<file path="src/rtl/shift_pkg.sv">
// rtl/shift_pkg.sv - shared widths and types for the pipelined left shifter
package shift_pkg;
    localparam int WIDTH_DEF = 32;
    localparam int SHW_DEF   = 5;

    typedef logic [31:0] word_t;
    typedef logic [4:0]  shamt_t;
endpackage

</file>
<file path="src/rtl/lshift_stage.sv">
// rtl/lshift_stage.sv - one registered stage of the left shifter
//
// Shifts by DIST when the matching shamt bit is set.
// Optional macro: LSHIFT_OVF_EN adds a sticky shifted-out flag (up_ovf/ovf).
// Ports:
//   clock, reset_n       clock, async active-low reset
//   up_valid/up_data/up_shamt  upstream stage contents
//   ready                this stage can load this cycle
//   valid/data/shamt     registered stage contents
//   dn_ready             downstream stage can load
module lshift_stage
    import shift_pkg::*;
#(
    parameter int WIDTH = WIDTH_DEF,
    parameter int SHW   = SHW_DEF,
    parameter int DIST  = 16
) (
    input  logic             clock,
    input  logic             reset_n,
    input  logic             up_valid,
    output logic             ready,
    input  logic [WIDTH-1:0] up_data,
    input  logic [SHW-1:0]   up_shamt,
`ifdef LSHIFT_OVF_EN
    input  logic             up_ovf,
    output logic             ovf,
`endif
    output logic             valid,
    output logic [WIDTH-1:0] data,
    output logic [SHW-1:0]   shamt,
    input  logic             dn_ready
);
    localparam int BIT = $clog2(DIST);

    logic take;

    // An empty stage always loads, so bubbles collapse under a stall.
    assign ready = !valid || dn_ready;
    assign take  = up_shamt[BIT];

    always_ff @(posedge clock or negedge reset_n) begin
        if (!reset_n) begin
            valid <= 1'b0;
            data  <= '0;
            shamt <= '0;
        end else if (ready) begin
            valid <= up_valid;
            if (up_valid) begin
                data  <= take ? (up_data << DIST) : up_data;
                shamt <= up_shamt;
            end
        end
    end

`ifdef LSHIFT_OVF_EN
    always_ff @(posedge clock or negedge reset_n) begin
        if (!reset_n) begin
            ovf <= 1'b0;
        end else if (ready && up_valid) begin
            ovf <= up_ovf | (take & (|up_data[WIDTH-1 -: DIST]));
        end
    end
`endif
endmodule

</file>
<file path="src/rtl/pipelined_leftshift.sv">
// rtl/pipelined_leftshift.sv - 5-stage pipelined logical left barrel shifter
//
// Stage k shifts by 2^(SHW-1-k); valid/ready handshake on both sides.
// Optional macro: LSHIFT_OVF_EN drives overflow with the OR of shifted-out bits,
// otherwise overflow is tied to 0.
// Ports:
//   clock, reset_n        clock, async active-low reset
//   in_valid, in_ready    input handshake
//   operand, shamt        value and shift distance
//   out_valid, out_ready  output handshake
//   result, overflow      operand << shamt and shifted-out flag
//   busy                  any stage holds an operation
module pipelined_leftshift
    import shift_pkg::*;
#(
    parameter int WIDTH = WIDTH_DEF,
    parameter int SHW   = $clog2(WIDTH)
) (
    input  logic             clock,
    input  logic             reset_n,
    input  logic             in_valid,
    output logic             in_ready,
    input  logic [WIDTH-1:0] operand,
    input  logic [SHW-1:0]   shamt,
    output logic             out_valid,
    input  logic             out_ready,
    output logic [WIDTH-1:0] result,
    output logic             overflow,
    output logic             busy
);
    // Index 0 is the pipeline input, index k+1 is the output of stage k.
    logic [SHW:0]     valid_p;
    logic [SHW:0]     ready_p;
    logic [WIDTH-1:0] data_p  [SHW+1];
    logic [SHW-1:0]   shamt_p [SHW+1];
    logic             unused_shamt;

    assign valid_p[0]   = in_valid;
    assign data_p[0]    = operand;
    assign shamt_p[0]   = shamt;
    assign ready_p[SHW] = out_ready;

`ifdef LSHIFT_OVF_EN
    logic [SHW:0] ovf_p;
    assign ovf_p[0] = 1'b0;
`endif

    for (genvar k = 0; k < SHW; k++) begin : g_stage
        lshift_stage #(
            .WIDTH (WIDTH),
            .SHW   (SHW),
            .DIST  (1 << (SHW - 1 - k))
        ) u_stage (
            .clock    (clock),
            .reset_n  (reset_n),
            .up_valid (valid_p[k]),
            .ready    (ready_p[k]),
            .up_data  (data_p[k]),
            .up_shamt (shamt_p[k]),
`ifdef LSHIFT_OVF_EN
            .up_ovf   (ovf_p[k]),
            .ovf      (ovf_p[k+1]),
`endif
            .valid    (valid_p[k+1]),
            .data     (data_p[k+1]),
            .shamt    (shamt_p[k+1]),
            .dn_ready (ready_p[k+1])
        );
    end

    assign in_ready  = ready_p[0];
    assign out_valid = valid_p[SHW];
    assign result    = data_p[SHW];
    assign busy      = |valid_p[SHW:1];

`ifdef LSHIFT_OVF_EN
    assign overflow = ovf_p[SHW];
`else
    assign overflow = 1'b0;
`endif

    // Every shamt bit has been consumed by the last stage.
    assign unused_shamt = ^shamt_p[SHW];
endmodule

</file>
<file path="config.mk">
export PLATFORM = sky130hd
export DESIGN_NAME = pipelined_leftshift
export DESIGN_NICKNAME = d
export VERILOG_FILES = /design/src/rtl/shift_pkg.sv /design/src/rtl/lshift_stage.sv /design/src/rtl/pipelined_leftshift.sv
export SDC_FILE = /design/constraint.sdc
export NUM_CORES = 1
export LEC_CHECK = 0
export ABC_CLOCK_PERIOD_IN_PS = 3460
export BUFFER_PORTS_ARGS = -buffer_cell sky130_fd_sc_hd__buf_2
export CORE_ASPECT_RATIO = 0.6
export CORE_UTILIZATION = 45
export DETAILED_ROUTE_END_ITERATION = 8
export PLACE_DENSITY_LB_ADDON = 0.08
export RECOVER_POWER = 100
export SYNTH_ARGS = -nofsm -noshare
export SYNTH_HDL_FRONTEND = slang
export SYNTH_HIERARCHICAL = 1
export SYNTH_SLANG_ARGS = --single-unit
export TNS_END_PERCENT = 5
</file>
<file path="constraint.sdc">
create_clock -name clock -period 3.46 [get_ports clock]
set_input_delay 0.519 -clock clock [delete_from_list [all_inputs] [get_ports clock]]
set_output_delay 0.519 -clock clock [all_outputs]
set_load 0.02 [all_outputs]
</file>
==> impl_results.md <==
- Initial core utilization: 47.0%
- Max-Cap Viols: 1
- Min-delay worst type: input port to flop
- Fin worst setup slack: 0.803 ns
- Slew headroom: -22.5%
- WP buf/inv: 1
- Final setup vio count: 0
- Hold_buf cts: 0
- Routability cong.: 0.769
- Congestion Overflow GR: 0
- I/O Buffers: 75
- Die W: 181 microns
- Critical path required time: 3.77 ns
- Filler cells: 1,695
- Slew of the pin with the lowest slew margin: 1.84 ns
- Sequential Area: 0.00438 sq mm
- Worst-Skew Late Latency: 0.43 ns
- Layout area overhead: 6.59%
- Pre-CTS WS: 1.03 ns
- Syn Inst Count: 738
- CTS clock-pin slew for the worst setup and hold paths: 0.07 ns
- Layout cell share with drive strength beyond 1: 13.0%
- Placed cells: 984
- Pre-Repair DR Iteration Count: 4
- Row Count: 38
- Net Count, Synth: 779
- Post-cts gate resize count: 0
- Worst path cell trace: nand2b_2 -> nand2b_1 -> nand2b_1 -> nand2b_1 -> nand2b_1 -> buf_4 -> nand2_1 -> mux2_1
- Crit path kind: flop to flop
- HP Start: shamt[3]
- Power Dens Cells: 805 mW/mm^2
- Post-DR wirelength/cell: 18.6 microns
- Ant. Diodes: 0
- Crit end category: flop
- Final WL: 18,900 microns
- Clk root buf: clkbuf_16
- Clock skew: 0.00817 ns
- Nets: 804
- Syn_area_per_cell: 11.8 sq um
- NetSw: 0.00265 W
- Final Max Slew Viols: 72
- P_leak: 4.04 nW
- Top delay family on crit path: simple AND/OR/NAND/NOR gates
- Sink Count: 175
- Multi-input combinational cell area: 0.00353 sq mm
- Outcome: finished with violations
- Chip Height: 110 microns
- I/O pin count: 77
- Fin cells: 1,016
- Gate power share: 29.8%
- Std-Cell Core Area: 0.0185 sq mm
- Largest net degree at the start of global routing: 82
- First-pass GRT wire length: 30,500 microns
- Initial DRC Count: 467
- Failing checks: max-capacitance violations, max-slew violations
- VDD IR max: 0.393 mV
- Max H-tree Level: 4
- Final Hold Vio Count: 0
- Netlist Area Pre-Place: 0.00870 sq mm
- Slowest cell on crit path: nand2_1
- Most Frequent Cell on Critical Path: nand2b_1
- WP data arrival: 2.96 ns
- Total number of vias: 5,814
- Worst hold slack: 0.312 ns
- Internal power: 0.00481 W
- GRT Total Usage: 19.9%
- Post-CTS setup buffers: 0
- Number of global-route vias before repair: 5,570
- Final min period: 2.66 ns
- Dpl hpwl: 13,000 microns
- Detail Route Antenna Nets: 0
- Reg-to-Reg Start: g_stage[4].u_stage/valid$_DFFE_PN0P_
- Startpoint types: flop
- Worst Setup SP: g_stage[4].u_stage/valid$_DFFE_PN0P_
- Yosys synthesis warning count: 6
- # DRC: 0
- Sw frac: 35.6%
- Worst Path Max Fanout: 35
- Antenna violations before repair: 0
- Fmax: 0.376 GHz
- Clock buffer count from CTS: 17
- Reg power frac: 43.6%
- Final Cycle Share: 76.8%
- Avg Vias per Cell: 5.72
- CTS tree: built
- Clock Power Share: 26.6%
- Die Area: 0.0199 sq mm
- RSZ-0062 raised after global routing: no
- Critical Path Max Stage Delay: 0.64 ns
- Setup TNS: 0 ns
- Clock buffer depth: 2
state kept, by name (all words and copies together), names as in the netlist:
name,count
g_stage.u_stage/data,160
g_stage.u_stage/shamt,10
g_stage.u_stage/valid,5
path summary, 6_finish.rpt:
check                                                           to  slack (ns)  cells after the start
max                        g_stage[0].u_stage/data[12]$_DFFE_PN0P_        0.80                      8
min                        g_stage[0].u_stage/shamt[3]$_DFFE_PN0P_        0.31                      2
max in group asynchronous  g_stage[4].u_stage/data[27]$_DFFE_PN0P_        1.65                      2
max reg2reg                g_stage[0].u_stage/data[12]$_DFFE_PN0P_        0.80                      8
min reg2reg                 g_stage[4].u_stage/data[0]$_DFFE_PN0P_        0.50                      1
min in group asynchronous  g_stage[4].u_stage/data[20]$_DFFE_PN0P_        0.56                      1
metal layers:
layer	vias up	track usage [%]	part of all wire, %
li1	2805	-	-
met1	2903	31.4	55
met2	94	26.7	41
met3	12	4.11	3.4
met4	0	5.99	0.82
met5	-	0	0
layout make-up:
class / count / area share, %
clock buffer: 19 / 4.78
clock inverter: 13 / 1.75
multi-input combinational: 478 / 38.0
sequential: 175 / 47.3
tap: 240 / 3.24
timing repair buffer: 91 / 4.93
power groups by stage:
stage	Clock, W	Sequential [W]	Combinational (W)
after floorplan	0	0.00330	0.00179
after global placement	0	0.00327	0.00231
after detailed placement	0	0.00328	0.00235
after CTS	0.00203	0.00325	0.00236
after global routing	0.00212	0.00334	0.00247
final	0.00199	0.00325	0.00223
per-stage QoR:
| stage | area (sq um) | total power (W) | util [%] |
|---|---|---|---|
| after detailed placement | 8880 | 0.00563 | 48.0 |
| final | 9270 | 0.00747 | 50.1 |
| after CTS | 9490 | 0.00765 | 51.3 |
| after floorplan | 8700 | 0.00509 | - |
| after global routing | 9270 | 0.00793 | 50.1 |
| after global placement | 8880 | 0.00558 | 48.0 |
cell usage in the layout (no fill, tap or decap), types with 9 or more instances in the layout:
| master | count |
|---|---|
| dfrtp_1 | 173 |
| mux2i_1 | 129 |
| a21oi_1 | 129 |
| a31oi_1 | 129 |
| buf_2 | 39 |
| clkbuf_1 | 36 |
| mux2_1 | 31 |
| nor2b_1 | 27 |
| clkbuf_16 | 17 |
| buf_4 | 12 |
| mux2_2 | 9 |
(Power assumes the default switching activity.)
